===== src/rtl/input_conditioner.sv =====
`timescale 1ns/1ps
`default_nettype none
// ============================================================================
//  Module   : input_conditioner
//  Purpose  : Two-channel front end for the two-input state machine.
//             Each channel: SYNC_STAGES-flop synchronizer, consecutive-sample
//             debouncer, registered one-cycle rise/fall strobes.
//  Option   : define INPUT_CONDITIONER_GLITCH_CNT_EN to add saturating
//             per-channel counters of aborted (glitch) transitions.
//  Revision : 1.0  initial release
// ============================================================================
module input_conditioner #(
   parameter int SYNC_STAGES     = 2,
   parameter int DEBOUNCE_CYCLES = 4,
   parameter int GLITCH_W        = 16
) (
   input  logic                clk,
   input  logic                rst,
   input  logic                in0_raw,
   input  logic                in1_raw,
   output logic                in0,
   output logic                in1,
   output logic                in0_rise,
   output logic                in0_fall,
   output logic                in1_rise,
   output logic                in1_fall
`ifdef INPUT_CONDITIONER_GLITCH_CNT_EN
   ,
   output logic [GLITCH_W-1:0] in0_glitch_cnt,
   output logic [GLITCH_W-1:0] in1_glitch_cnt
`endif
);

   localparam int                 c_CNT_W = $clog2(DEBOUNCE_CYCLES + 1);
   localparam logic [c_CNT_W-1:0] c_DEB   = c_CNT_W'(DEBOUNCE_CYCLES);

   typedef enum logic [1:0] {
      S_LO      = 2'd0,
      S_PEND_HI = 2'd1,
      S_HI      = 2'd2,
      S_PEND_LO = 2'd3
   } state_t;

   // Reject parameter values the structure cannot honour.
   if (SYNC_STAGES < 2) begin : g_bad_sync_stages
      $error("SYNC_STAGES must be at least 2");
   end
   if (DEBOUNCE_CYCLES < 1) begin : g_bad_debounce
      $error("DEBOUNCE_CYCLES must be at least 1");
   end
   if (GLITCH_W < 1) begin : g_bad_glitch_w
      $error("GLITCH_W must be at least 1");
   end

   logic [1:0] w_raw;
   logic [1:0] w_out;
   logic [1:0] w_rise;
   logic [1:0] w_fall;
`ifdef INPUT_CONDITIONER_GLITCH_CNT_EN
   logic [1:0][GLITCH_W-1:0] w_gcnt;
`endif

   assign w_raw = {in1_raw, in0_raw};

   for (genvar ch = 0; ch < 2; ch++) begin : g_ch
      logic [SYNC_STAGES-1:0] r_sync;
      logic                   w_sync;
      state_t                 r_state;
      state_t                 w_state_nxt;
      logic [c_CNT_W-1:0]     r_cnt;
      logic [c_CNT_W-1:0]     w_cnt_nxt;
      logic [c_CNT_W-1:0]     w_cnt_inc;
      logic                   r_rise;
      logic                   r_fall;
      logic                   w_rise_nxt;
      logic                   w_fall_nxt;

      // Plain flop chain: no logic between stages so metastability can settle.
      always_ff @(posedge clk or posedge rst) begin
         if (rst) r_sync <= '0;
         else     r_sync <= {r_sync[SYNC_STAGES-2:0], w_raw[ch]};
      end

      assign w_sync    = r_sync[SYNC_STAGES-1];
      // Count is 0 in the stable states, so this also yields "becomes 1" there.
      assign w_cnt_inc = r_cnt + 1'b1;

      // Debounce state, run counter and edge strobes.
      always_ff @(posedge clk or posedge rst) begin
         if (rst) begin
            r_state <= S_LO;
            r_cnt   <= '0;
            r_rise  <= 1'b0;
            r_fall  <= 1'b0;
         end else begin
            r_state <= w_state_nxt;
            r_cnt   <= w_cnt_nxt;
            r_rise  <= w_rise_nxt;
            r_fall  <= w_fall_nxt;
         end
      end

      // Next state: count consecutive samples that disagree with the output.
      always_comb begin
         w_state_nxt = r_state;
         w_cnt_nxt   = '0;
         w_rise_nxt  = 1'b0;
         w_fall_nxt  = 1'b0;
         case (r_state)
            S_LO, S_PEND_HI: begin
               if (w_sync) begin
                  if (w_cnt_inc == c_DEB) begin
                     w_state_nxt = S_HI;
                     w_rise_nxt  = 1'b1;
                  end else begin
                     w_state_nxt = S_PEND_HI;
                     w_cnt_nxt   = w_cnt_inc;
                  end
               end else begin
                  w_state_nxt = S_LO;
               end
            end
            S_HI, S_PEND_LO: begin
               if (!w_sync) begin
                  if (w_cnt_inc == c_DEB) begin
                     w_state_nxt = S_LO;
                     w_fall_nxt  = 1'b1;
                  end else begin
                     w_state_nxt = S_PEND_LO;
                     w_cnt_nxt   = w_cnt_inc;
                  end
               end else begin
                  w_state_nxt = S_HI;
               end
            end
            default: w_state_nxt = S_LO;
         endcase
      end

      assign w_out[ch]  = (r_state == S_HI) || (r_state == S_PEND_LO);
      assign w_rise[ch] = r_rise;
      assign w_fall[ch] = r_fall;

`ifdef INPUT_CONDITIONER_GLITCH_CNT_EN
      logic                w_glitch;
      logic [GLITCH_W-1:0] r_gcnt;

      // A pending change that reverts before acceptance is a glitch.
      assign w_glitch = ((r_state == S_PEND_HI) && !w_sync) ||
                        ((r_state == S_PEND_LO) &&  w_sync);

      // Saturating glitch counter.
      always_ff @(posedge clk or posedge rst) begin
         if (rst)                            r_gcnt <= '0;
         else if (w_glitch && (r_gcnt != '1)) r_gcnt <= r_gcnt + 1'b1;
      end

      assign w_gcnt[ch] = r_gcnt;
`endif
   end

   assign in0      = w_out[0];
   assign in1      = w_out[1];
   assign in0_rise = w_rise[0];
   assign in0_fall = w_fall[0];
   assign in1_rise = w_rise[1];
   assign in1_fall = w_fall[1];
`ifdef INPUT_CONDITIONER_GLITCH_CNT_EN
   assign in0_glitch_cnt = w_gcnt[0];
   assign in1_glitch_cnt = w_gcnt[1];
`endif

endmodule
`default_nettype wire

===== config.mk =====
export PLATFORM = sky130hd
export DESIGN_NAME = input_conditioner
export DESIGN_NICKNAME = d
export VERILOG_FILES = /design/src/rtl/input_conditioner.sv
export SDC_FILE = /design/constraint.sdc
export NUM_CORES = 1
export LEC_CHECK = 0
export CAP_MARGIN = 0
export CORE_MARGIN = 2
export CORE_UTILIZATION = 25
export DETAILED_ROUTE_END_ITERATION = 16
export MAX_ROUTING_LAYER = met4
export PLACE_DENSITY = 0.53
export SETUP_SLACK_MARGIN = 0.02
export SYNTH_ARGS = -nofsm -noshare
export SYNTH_HDL_FRONTEND = slang
export SYNTH_SLANG_ARGS = --single-unit

===== constraint.sdc =====
create_clock -name clk -period 2.7 [get_ports clk]
set_input_delay 0.405 -clock clk [delete_from_list [all_inputs] [get_ports clk]]
set_output_delay 0.405 -clock clk [all_outputs]
set_load 0.02 [all_outputs]

== Word level (Yosys, flattened, before mapping) ==
Index checks and enable logic that the tools add are counted.
W data, S select, Z words.

* Equality and inequality tests: 8
* Add/sub/neg operators: 2
* $mul: 0
* Muxes and demuxes: 28
* Shift operators: 0
* Div/mod/pow operators: 0
* Order comparisons: 0
* Bitwise gates (word level): 0
* Reductions and logical operators: 8

{| class="wikitable"
|+ Operators with widths
! cell !! count
|-
| $mux W3 || 6
|-
| $mux W2 || 8
|-
| $pmux W3 S2 || 2
|-
| $mux W1 || 10
|-
| $eq A2 B2 Y1 const B || 4
|-
| $pmux W2 S2 || 2
|-
| $reduce_or A2 Y1 || 4
|-
| $add A3 B1 Y3 const B || 2
|-
| $eq A3 B3 Y1 const B || 2
|-
| $eq A2 B1 Y1 const B || 2
|-
| $logic_not A2 Y1 || 2
|-
| $logic_or A1 B1 Y1 || 2
|}

* Memory bits (writable): 0
* Memories: 0
* Logic and storage cells: 56
* Input bits: 4
* Bits in registers: 18
* Output and inout bits: 6
* Bits in read-only memories: 0
* Bits in latches: 0

== Depth between registers and ports, before layout ==
* Depth in word-level cells: 5
* Depth in mapped cells: 4
* Mapped depth without buffers: 4

== Worst setup path before layout ==
No wires, ideal clock.

* Path type: reg-to-reg
* Start point: register g_ch[0].r_cnt[0]
* End point: register g_ch[0].r_state[1]
* Library setup time: 0.125 ns
* Stages on the path, launching flop included: 5
* Arrival time: 1.140 ns
* Required time: 2.575 ns
* Setup slack: 1.434 ns
* Path buffers: 0
* Clock period less this slack: 1.266 ns
* Cell sequence: dfrtp_1 ha_1 xor2_1 nand2_1 mux2_4

* Word-level cells in the longest chain between the ends: 5
* Elaborated cells between the ends (all ways): 7
* Classes of those cells: 1 x add/sub; 1 x eq/ne; 5 x mux

{| class="wikitable"
|+ RTL lines
! element !! RTL line !! text
|-
| start, declared || 70 || <nowiki>logic [c_CNT_W-1:0] r_cnt;</nowiki>
|-
| start signal, assigned || 97 || <nowiki>r_cnt <= w_cnt_nxt;</nowiki>
|-
| $add A3 B1 Y3 (*) || 86 || <nowiki>assign w_cnt_inc = r_cnt + 1'b1;</nowiki>
|-
| $eq A3 B3 Y1 (*) || 112, 125 ||
|-
| $mux W2, on equally long branches || 125, 112 ||
|-
| $mux W2, on equally long branches || 124, 111 ||
|-
| $pmux W2 S2 (*) || 109 || <nowiki>case (r_state)</nowiki>
|-
| via g_ch[0].w_state_nxt[1] || 69 || <nowiki>state_t w_state_nxt;</nowiki>
|-
| end signal, assigned || 96 || <nowiki>r_state <= w_state_nxt;</nowiki>
|-
| end, declared || 68 || <nowiki>state_t r_state;</nowiki>
|}

Mark *: on every way through the listed nets, which the timed path passes. The rest lies on a longest branch.

== Worst setup path in the final report ==
* Start point: register g_ch[1].r_state[1]
* End point: output port in1

* Word-level cells in the longest chain between the ends: 2
* Elaborated cells between the ends (all ways): 3
* Classes of those cells: 2 x eq/ne; 1 x reduce/logical

{| class="wikitable"
|+ RTL lines
! element !! RTL line !! text
|-
| start, declared || 68 ||
|-
| start signal, assigned || 96 ||
|-
| $eq A2 B2 Y1 || 140 || <nowiki>assign w_out[ch] = (r_state == S_HI) || (r_state == S_PEND_LO);</nowiki>
|-
| $logic_or A1 B1 Y1 (*) || 140 ||
|-
| end, declared || 22 || <nowiki>output logic in1,</nowiki>
|}

Mark *: on every way between the ends. The rest lies on a longest branch, timed or not.

==> run metrics <==
Critical Path Fanout Max=6; most frequent cells in the layout=16 x dfrtp_1, 9 x clkdlybuf4s50_1, 6 x ha_1; achievable clock frequency=about 570 MHz; post-layout util=between 30% and 40%; GR Util met2=between 10% and 20%; synth warn=0; GRT met3 Usage=between 2 and 3%; H-tree Lvls=1; diodes inserted=0; clk_lat worst skew=~0.28 ns; Mapped Avg Cell Area=between 10 and 15 um2; maximum vdd drop=0.232 mV; initial antenna violation count=0; pin count of the biggest net entering global routing=17; TritonCTS clock tree=done; Tcrit/Tclk final=between 60% and 70%; Final Setup Violations=0; CP bufs+invs=1; Worst slew margin=60.8%; DP HPWL=~570 um; Final min period=1.76 ns; core area=2430 um2; CTS-repair resized insts=0; clk sink count=16; Post-Syn Area=626 um2; Startpoint Class=register; Clock transition at path regs=approximately 0.090 ns; critical path class=register to output pin; RSZ-0062 raised after global routing=no; vias in the first global route=about 340; M1 GR Usage=under 10%; most used routing layer in global routing=met2; global-route wire length before repair=about 1400 um; syn_nets=54; Fin. Hold Viols=0; routability cong.=0.641; final setup TNS=0 ns; run status=finished clean; Hold Buf Count CTS=0; Critical Path RT=2.30 ns; Final Skew=between 0.001 and 0.0015 ns; DR iter-0 viols=1; CP delay by family, top=buffers and inverters; TritonCTS buffer count=3; number of distinct library cells after synthesis=14; sequential fraction of the synthesis area=between 60% and 70%; I/O pins=10; routed vias=approximately 320; CTS root buf=clkbuf_4; CP Cell Sequence=clkdlybuf4s50_1; number of routed nets with antenna violations=0; crit end category=output pin; Static Leak=0.375 nW; class of the worst hold path=register to register; number of synthesized register bits=16; Power per Cell Area=between 800 and 900 nW/um2; buffer count from post-CTS setup fixing=0; final WL=769 um; Rows=18; fin nets=66; Filler cells=approximately 260; routed len/inst=about 9 um; Starting Density=approximately a quarter; Die H=approximately 54 um; Max stage delay cell, worst path=clkdlybuf4s50_1; critical path arrival=between 1 and 1.5 ns; Layout area overhead=25.0%; DRC viols=0; DIE AREA=around 3000 um2; max cap viols=0; Mapped Cells=44; number of detailed-route iterations in the first pass=2; DR vias/cell=between 3 and 4; slowest stage delay, CP=roughly 0.63 ns; PortBufs=9; Slew Viols, Final=0; worst slew pin tran=roughly 0.6 ns; GRT Total Usage=between 7 and 8%; Remaining Overflow, GRT=0; WHS=between 0.3 and 0.4 ns; Die X=about 54 um; worst-case clock buffer depth=2; layout cells sized above 1=a little over a tenth; commonest non-fill, non-tap cell in the layout=dfrtp_1
## power breakdown
group / switching, W / internal, W
Combinational: 0.0000663 / 0.0000858
Clock: 0.0000715 / 0.0000820
Sequential: 0.0000370 / 0.000285
## layer usage
layer  wire, um  part of all wire, %  vias up
met3         51                  6.6        0
met2        353                   46        7
met1        365                   47      151
li1           -                    -      158
met5          0                    0        -
met4          0                    0        0
## sequential cells by signal, indices dropped and copies added (netlist names)
register	count
g_ch.r_sync	4
in0_fall	1
in1_fall	1
g_ch.r_state	2
in1_rise	1
in0_rise	1
g_ch.r_cnt	6
## final cells by class
type / instances / area (um2) / share of cell area, %
tap: 30 / 37.5 / 4.80
sequential: 16 / 400 / 51.2
inverter: 3 / 11.3 / 1.44
timing repair buffer: 9 / 90.1 / 11.5
multi-input combinational: 23 / 206 / 26.4
clock buffer: 4 / 36.3 / 4.64
## worst paths after layout
path	start	to	slack [ns]	depth (start not counted)
worst max-delay path	g_ch[1].r_state[1]$_DFF_PP0_	in1	0.94	1
worst min-delay path	g_ch[0].r_sync[0]$_DFF_PP0_	g_ch[0].r_sync[1]$_DFF_PP0_	0.36	0
worst max register to register	g_ch[0].r_cnt[0]$_DFF_PP0_	g_ch[0].r_state[1]$_DFF_PP0_	1.37	4
worst min register to register	g_ch[0].r_sync[0]$_DFF_PP0_	g_ch[0].r_sync[1]$_DFF_PP0_	0.36	0
max in group asynchronous	rst	g_ch[0].r_state[1]$_DFF_PP0_	1.84	2
min in group asynchronous	rst	g_ch[1].r_sync[0]$_DFF_PP0_	0.48	2
## per-stage QoR
step / cell area [um2] / setup slack [ns] / power (W) / cells
after CTS: 782 / 0.904 / 0.000644 / 85
after global placement: 746 / 1.27 / 0.000477 / 81
after detailed placement: 746 / 1.24 / 0.000482 / 81
after floorplan: 626 / 1.43 / 0.000432 / 44
final: 782 / 0.940 / 0.000628 / 85
after global routing: 782 / 0.852 / 0.000674 / 85
## Yosys cell counts
master	count	area share (%)
and2_1	2	2.0
and3b_1	2	2.8
clkbuf_1	2	1.2
dfrtp_1	16	64
ha_1	6	12
inv_1	3	1.8
mux2_2	1	1.8
mux2_4	1	2.4
nand2_1	1	0.60
nor2_1	2	1.2
nor2b_1	1	1.0
nor3b_1	3	3.6
xnor2_1	2	2.8
xor2_1	2	2.8
## cells by family after synthesis
logic type / Yosys count / synth area share, %
muxes: 2 / 4.20
adders and majority gates: 6 / 12.0
buffers and inverters: 5 / 3.00
and+or+nand+nor: 11 / 11.2
DFF: 16 / 64.0
xor gates and xnor gates: 4 / 5.60
(Power assumes the default switching activity.)
